## config.mk

```make
export PLATFORM = sky130hd
export DESIGN_NAME = wb_flush_ctrl
export DESIGN_NICKNAME = d
export VERILOG_FILES = /design/src/rtl/cpu_defs_pkg.sv /design/src/rtl/wb_flush_ctrl_inflight_counter.sv /design/src/rtl/wb_flush_ctrl.sv
export SDC_FILE = /design/constraint.sdc
export NUM_CORES = 1
export LEC_CHECK = 0
export CORE_UTILIZATION = 39
export DETAILED_ROUTE_END_ITERATION = 8
export PLACE_DENSITY = 0.82
export SLEW_MARGIN = 40
export SYNTH_ARGS = -nofsm -noshare
export SYNTH_HDL_FRONTEND = slang
export SYNTH_HIERARCHICAL = 1
export SYNTH_SLANG_ARGS = --single-unit
```

## constraint.sdc

```tcl
create_clock -name clk -period 2 [get_ports clk]
set_input_delay 0.4 -clock clk [delete_from_list [all_inputs] [get_ports clk]]
set_output_delay 0.4 -clock clk [all_outputs]
set_load 0.05 [all_outputs]
```

## src/rtl/cpu_defs_pkg.sv

```systemverilog
// Shared CPU definitions: redirect FSM encoding, CSR numbers, ecodes and
// the flush-target selection helper used by the WB redirect logic.
package cpu_defs;

    // Redirect FSM states
    typedef enum logic {
        ST_IDLE  = 1'b0,
        ST_REDIR = 1'b1
    } redir_state_e;

    // CSR numbers whose values can be presented on csr_entry
    localparam logic [13:0] CSR_EENTRY    = 14'h0c;
    localparam logic [13:0] CSR_TLBRENTRY = 14'h88;
    localparam logic [13:0] CSR_ERA       = 14'h06;

    // Exception code for TLB refill
    localparam logic [5:0]  ECODE_TLBR    = 6'h3f;

    // Exception and ertn both jump to the CSR-provided address; a bare
    // refetch restarts at the instruction after the WB one (wraps mod 2^32).
    function automatic logic [31:0] flush_target(
        input logic        ex_or_ertn,
        input logic [31:0] csr_entry,
        input logic [31:0] wb_pc
    );
        return ex_or_ertn ? csr_entry : (wb_pc + 32'd4);
    endfunction

endpackage

```

## src/rtl/wb_flush_ctrl_inflight_counter.sv

```systemverilog
// Up/down saturating in-flight counter. Flags an error (one cycle, combinational)
// when an increment would exceed MAX_COUNT or a decrement hits an empty counter.
module inflight_counter #(
    parameter int unsigned MAX_COUNT = 2,
    parameter int unsigned W         = $clog2(MAX_COUNT + 1)
) (
    input  logic         clk,
    input  logic         reset,
    input  logic         inc,
    input  logic         dec,
    output logic [W-1:0] count,
    output logic [W-1:0] count_nxt,
    output logic         err
);

    localparam logic [W-1:0] MAX_W = W'(MAX_COUNT);

    // Next count with saturation at both ends plus error detection
    always_comb begin
        // NOTE: every combinational output gets a default first so no path leaves it unassigned (no latch).
        count_nxt = count;
        err       = 1'b0;
        if (dec && count == '0) begin
            // A response with nothing in flight is a protocol violation even
            // if a new request fires in the same cycle; the count stays put.
            err = 1'b1;
        end else if (inc && !dec) begin
            if (count == MAX_W) begin
                err = 1'b1;
            end else begin
                count_nxt = count + W'(1);
            end
        end else if (dec && !inc) begin
            count_nxt = count - W'(1);
        end
    end

    // Count register
    always_ff @(posedge clk) begin
        // NOTE: sequential state uses non-blocking assignments so all registers update from pre-edge values.
        if (reset) begin
            count <= '0;
        end else begin
            count <= count_nxt;
        end
    end

endmodule

```

## src/rtl/wb_flush_ctrl.sv

```systemverilog
// WB-side redirect and flush controller. Merges exception/ertn/refetch into a
// single flush pulse, holds the redirect target for IF until accepted, and
// tracks in-flight fetches so responses from flushed fetches are dropped.
module wb_flush_ctrl
    import cpu_defs::*;
#(
    parameter int unsigned MAX_OUTSTANDING = 2,
    parameter int unsigned CNT_W           = $clog2(MAX_OUTSTANDING + 1)
) (
    input  logic             clk,
    input  logic             reset,
    input  logic             wb_ex,
    input  logic             ertn_flush,
    input  logic             wb_refetch_flush,
    input  logic [31:0]      csr_entry,
    input  logic [31:0]      wb_pc,
    input  logic             fs_req_fire,
    input  logic             fs_resp,
    input  logic             fs_redirect_ready,
    output logic             pipe_flush,
    output logic             fs_redirect_valid,
    output logic [31:0]      fs_redirect_pc,
    output logic             fs_req_block,
    output logic             fs_resp_discard,
    output logic [CNT_W-1:0] outstanding,
    output logic             proto_err
);

    redir_state_e     state;
    redir_state_e     state_nxt;
    logic [31:0]      redir_pc;
    logic [31:0]      flush_pc;
    logic             flush_evt;
    logic [CNT_W-1:0] outstanding_nxt;
    logic [CNT_W-1:0] discard_cnt;
    logic             cnt_err;

    assign flush_evt  = wb_ex | ertn_flush | wb_refetch_flush;
    assign pipe_flush = flush_evt;
    assign flush_pc   = flush_target(wb_ex | ertn_flush, csr_entry, wb_pc);

    inflight_counter #(
        .MAX_COUNT (MAX_OUTSTANDING),
        .W         (CNT_W)
    ) u_outstanding (
        .clk       (clk),
        .reset     (reset),
        .inc       (fs_req_fire),
        .dec       (fs_resp),
        .count     (outstanding),
        .count_nxt (outstanding_nxt),
        .err       (cnt_err)
    );

    // State register
    always_ff @(posedge clk) begin
        if (reset) begin
            state <= ST_IDLE;
        end else begin
            state <= state_nxt;
        end
    end

    // Next-state logic: any flush (re)enters REDIR; acceptance without a new flush returns to IDLE
    always_comb begin
        state_nxt = state;
        unique case (state)
            ST_IDLE:  if (flush_evt) state_nxt = ST_REDIR;
            ST_REDIR: if (flush_evt) state_nxt = ST_REDIR;
                      else if (fs_redirect_ready) state_nxt = ST_IDLE;
            default:  state_nxt = ST_IDLE;
        endcase
    end

    // Redirect target: the newest flush always overwrites the pending target
    always_ff @(posedge clk) begin
        if (reset) begin
            redir_pc <= 32'd0;
        end else if (flush_evt) begin
            redir_pc <= flush_pc;
        end
    end

    // Discard counter: on flush, every fetch still in flight after this cycle must be dropped
    always_ff @(posedge clk) begin
        if (reset) begin
            discard_cnt <= '0;
        end else if (flush_evt) begin
            discard_cnt <= outstanding_nxt;
        end else if (fs_resp && discard_cnt != '0) begin
            discard_cnt <= discard_cnt - CNT_W'(1);
        end
    end

    // Sticky protocol-error flag
    always_ff @(posedge clk) begin
        if (reset) begin
            proto_err <= 1'b0;
        end else if (cnt_err) begin
            proto_err <= 1'b1;
        end
    end

    // Outputs to IF, forced quiet while reset is asserted
    always_comb begin
        fs_redirect_valid = 1'b0;
        fs_redirect_pc    = 32'd0;
        fs_req_block      = 1'b0;
        fs_resp_discard   = 1'b0;
        if (!reset) begin
            fs_redirect_valid = (state == ST_REDIR);
            fs_redirect_pc    = redir_pc;
            fs_req_block      = (state == ST_REDIR) | flush_evt;
            fs_resp_discard   = fs_resp & (discard_cnt != '0);
        end
    end

endmodule

```

==> results by group <==
Placement
  • Cells after DPL: 585
  • Gpl congestion: 0.9043
  • Hpwl dp: 7402 um
  • IO buf count: 110
  • DP Worst Slack: -0.5781 ns

STA
  • Hold_ws: 0.4874 ns
  • Unrepaired setup endpoints after global routing: false
  • TNS Setup: 0 ns
  • Setup-failing EPs final: 0
  • Final hold vios: 0
  • Post-route clock period utilization: 96.66%
  • Max-slew headroom: 56.56%
  • Min cycle time layout: 1.933 ns
  • Setup ws final: 0.06675 ns
  • Clock skew: 0.001367 ns
  • Slew @ Worst Pin: 0.6491 ns
  • Final Slew Violations: 0
  • Max Freq: 517.3 MHz

Drt
  • Post-detailed-route wirelength per cell: 16.15 um
  • DRC: 8
  • DR vias: 3,410
  • Post-Route WL: 9709 um
  • First-pass detailed-route iteration total: 7
  • Vias per cell: 5.674
  • Routed Antenna Nets: 0
  • DRT iter0 DRCs: 235

Worst setup path
  • CP Capture Type: flip-flop
  • Crit-path cells: dlygate4sd2_1 -> nand4_2 -> or4_4 -> buf_6 -> buf_4 -> or3_4 -> a31oi_1
  • Stages on the worst setup path: 7
  • Critical path fanouts, max: 5
  • CP Class: input port to flip-flop
  • Worst reg2reg startpoint: u_outstanding/count[0]
  • Setup crit start: wb_pc[8]
  • R2R Path End: discard_cnt[1]
  • WP buf/inv: 3
  • Reg2Reg Depth: 7
  • Slowest CP cell: or4_4
  • Delay-heaviest family, CP: simple AND/OR/NAND/NOR gates
  • WP data arrival: 2.15 ns
  • Critical Path RT: 2.21 ns
  • Critical path launch point type: input port
  • Reg2reg setup slack: 0.27 ns
  • CP peak stage delay: 0.57 ns

Logic synthesis
  • Gate count of the mapped netlist: 345
  • Most used DFF post-synth: dfxtp_1
  • Cell variety after synth: 50
  • Netlist Area Pre-Place: 2641 um2
  • Syn Nets: 422
  • Post-synth EDFFs: 0
  • Synth warn: 6
  • Synth Register Bits: 38
  • Asr flop ratio synth: 0%
  • Syn_area_per_cell: 7.656 um2
  • Seq/Total Area, Yosys: 28.80%

Floorplanning
  • Initial Util: 40.90%
  • Die width: 84.30 um
  • Die Span Y: 84.30 um
  • # rows: 29
  • Ports: 111
  • Die area: 7106 um2
  • Core outline area: 6459 um2

Final layout
  • Share of cells above drive strength 1: 28.63%
  • Fill cells: 474
  • Fin cells: 601
  • Ant. Diodes: 0
  • Synthesis-to-finish area growth: 86.22%
  • Post-layout nets: 600

Power
  • Overall power: 2.354 mW
  • Leak: 1.988 nW
  • Worst vdd ir: 344.6 uV
  • PwrDens: 478.6 nW/um2

Global routing
  • First-pass GRT wire length: 15,610 um
  • Number of global-route vias before repair: 3,382
  • Grt ovf: 0
  • Initial antenna violation count: 0
  • Largest net degree at the start of global routing: 33
  • Total Routing Usage GR: 27.20%

Outcome
  • Status: complete, but fails checks
  • Violated checks: design-rule violations

Clocking
  • Maximum clock path buffer count: 2
  • CTS tree: built
  • Worst-path clk slew: 0.08 ns
  • Cts-stage hold buffer count: 0
  • Root Driver: clkbuf_8
  • CTS buffer count: 5
  • H-tree levels: 2
  • Clock Sinks: 38
  • Clk_lat worst skew: 0.29 ns

Hold path
  • HP Class: flip-flop to flip-flop
  • Beginning of the worst hold path: proto_err
  • Worst Hold Path EP: proto_err
  • Min-Delay Path Depth: 2

Run
  • Max_cap viols: 0
cell families after synthesis:
family	synth area share, %
DFF	28.80
AOI/OAI and AO/OA	22.45
and+or+nand+nor	34.58
muxes	3.411
buffers and inverters	5.732
xor gates and xnor gates	2.653
adders and majority gates	2.369
registers in the layout, summed over array words and instances, names as in the netlist:
register	count
redir_pc	32
u_outstanding/count	2
proto_err	1
state	1
discard_cnt	2
cell type report:
class                   count  area, um2  share of cell area, %
repair buffers            195       2097                  42.64
clock buffers               6      82.58                  1.679
well taps                  77      96.34                  1.959
clock inverters             2      12.51                 0.2544
inverters                  16      60.06                  1.221
multi-input cells         267       1809                  36.78
flip-flops and latches     38      760.7                  15.47
layer usage:
layer | part of all wire, % | global-route usage (%)
met2 | 51 | 49.40
met4 | 2.3 | 8.464
met3 | 6.3 | 5.900
met5 | 0 | 0
met1 | 40 | 31.85
synth_stat cells, types with 6 or more instances:
| cell type | n | area (um2) |
|---|---|---|
| a21oi_1 | 25 | 125.1 |
| inv_1 | 16 | 60.06 |
| a211oi_1 | 8 | 60.06 |
| nor3_1 | 9 | 45.04 |
| mux2i_1 | 9 | 90.09 |
| or3_1 | 7 | 43.79 |
| or4_1 | 7 | 52.55 |
| nand2_1 | 19 | 71.32 |
| nor2_1 | 14 | 52.55 |
| dfxtp_1 | 38 | 760.7 |
| nor3b_1 | 12 | 90.09 |
| nor2b_1 | 34 | 212.7 |
| xnor2_1 | 6 | 52.55 |
| nand4_1 | 6 | 37.54 |
| nor4_1 | 12 | 75.07 |
| o21ai_0 | 13 | 65.06 |
| nand3_1 | 10 | 50.05 |
| clkbuf_1 | 20 | 75.07 |
| a31oi_1 | 7 | 43.79 |
| o31ai_1 | 6 | 45.04 |
| o22ai_1 | 10 | 62.56 |
layout by cell type, fill, tap and decap left out, types with 3 or more instances in the layout:
cell | netlist | final
inv_1 | 16 | 16
and4_1 | 3 | 3
clkdlybuf4s15_1 | 0 | 3
o21ai_0 | 13 | 11
or3_1 | 7 | 5
mux2i_1 | 9 | 9
xnor2_1 | 6 | 6
nor3b_1 | 12 | 12
dlymetal6s2s_1 | 0 | 4
o31ai_1 | 6 | 6
clkdlybuf4s50_1 | 0 | 54
buf_12 | 0 | 36
a31oi_1 | 7 | 7
nand3b_1 | 3 | 3
nor3_1 | 9 | 8
o211ai_1 | 4 | 4
nor4_1 | 12 | 7
nor4_2 | 0 | 4
nor2_1 | 14 | 14
ha_1 | 5 | 4
or2_2 | 4 | 4
dfxtp_1 | 38 | 38
nand3_1 | 10 | 9
nand2_1 | 19 | 19
and2_1 | 4 | 4
a211oi_1 | 8 | 8
buf_4 | 0 | 83
nor2b_1 | 34 | 34
or4_1 | 7 | 5
nand4_1 | 6 | 6
a21oi_1 | 25 | 25
dlygate4sd2_1 | 0 | 12
o22ai_1 | 10 | 10
clkbuf_8 | 0 | 6
and3_1 | 3 | 3
stage by stage:
stage	util [%]	area, um2
finish	76.15	4918
CTS	74.70	4825
floorplan	-	2645
detailed placement	72.53	4684
global placement	72.53	4684
global route	76.15	4918
worst max path at each step:
stage | to | slack (ns)
after floorplan | discard_cnt[1] | 0.04
after global placement | redir_pc[23] | -0.51
after detailed placement | redir_pc[22] | -0.58
after CTS | redir_pc[16] | 0.006
after global routing | redir_pc[20] | 0.003
final | redir_pc[20] | 0.07
worst register-to-register path: cells and delay by family (launching register included):
family,cells,cell delay [ns]
flip-flops,1,0.40
adder cells (fa/ha/maj),1,0.32
AND/OR/NAND/NOR,2,0.42
buffers and inverters,1,0.11
AO/OA/AOI/OAI,3,0.42
timing repair:
| item | 4_1_cts | 5_1_grt |
|---|---|---|
| cloned | 0 | 0 |
| gates resized for setup | 22 | 18 |
| buffers inserted | 4 | 4 |
| setup endpoints to repair | 12 | 15 |
| pin swaps | 7 | 12 |
report_power, final:
part,switching (mW),internal (mW)
logic,0.474,0.476
registers,0.0278,0.820
clock network,0.279,0.277
Note: power is estimated with default switching activity, not from simulation.
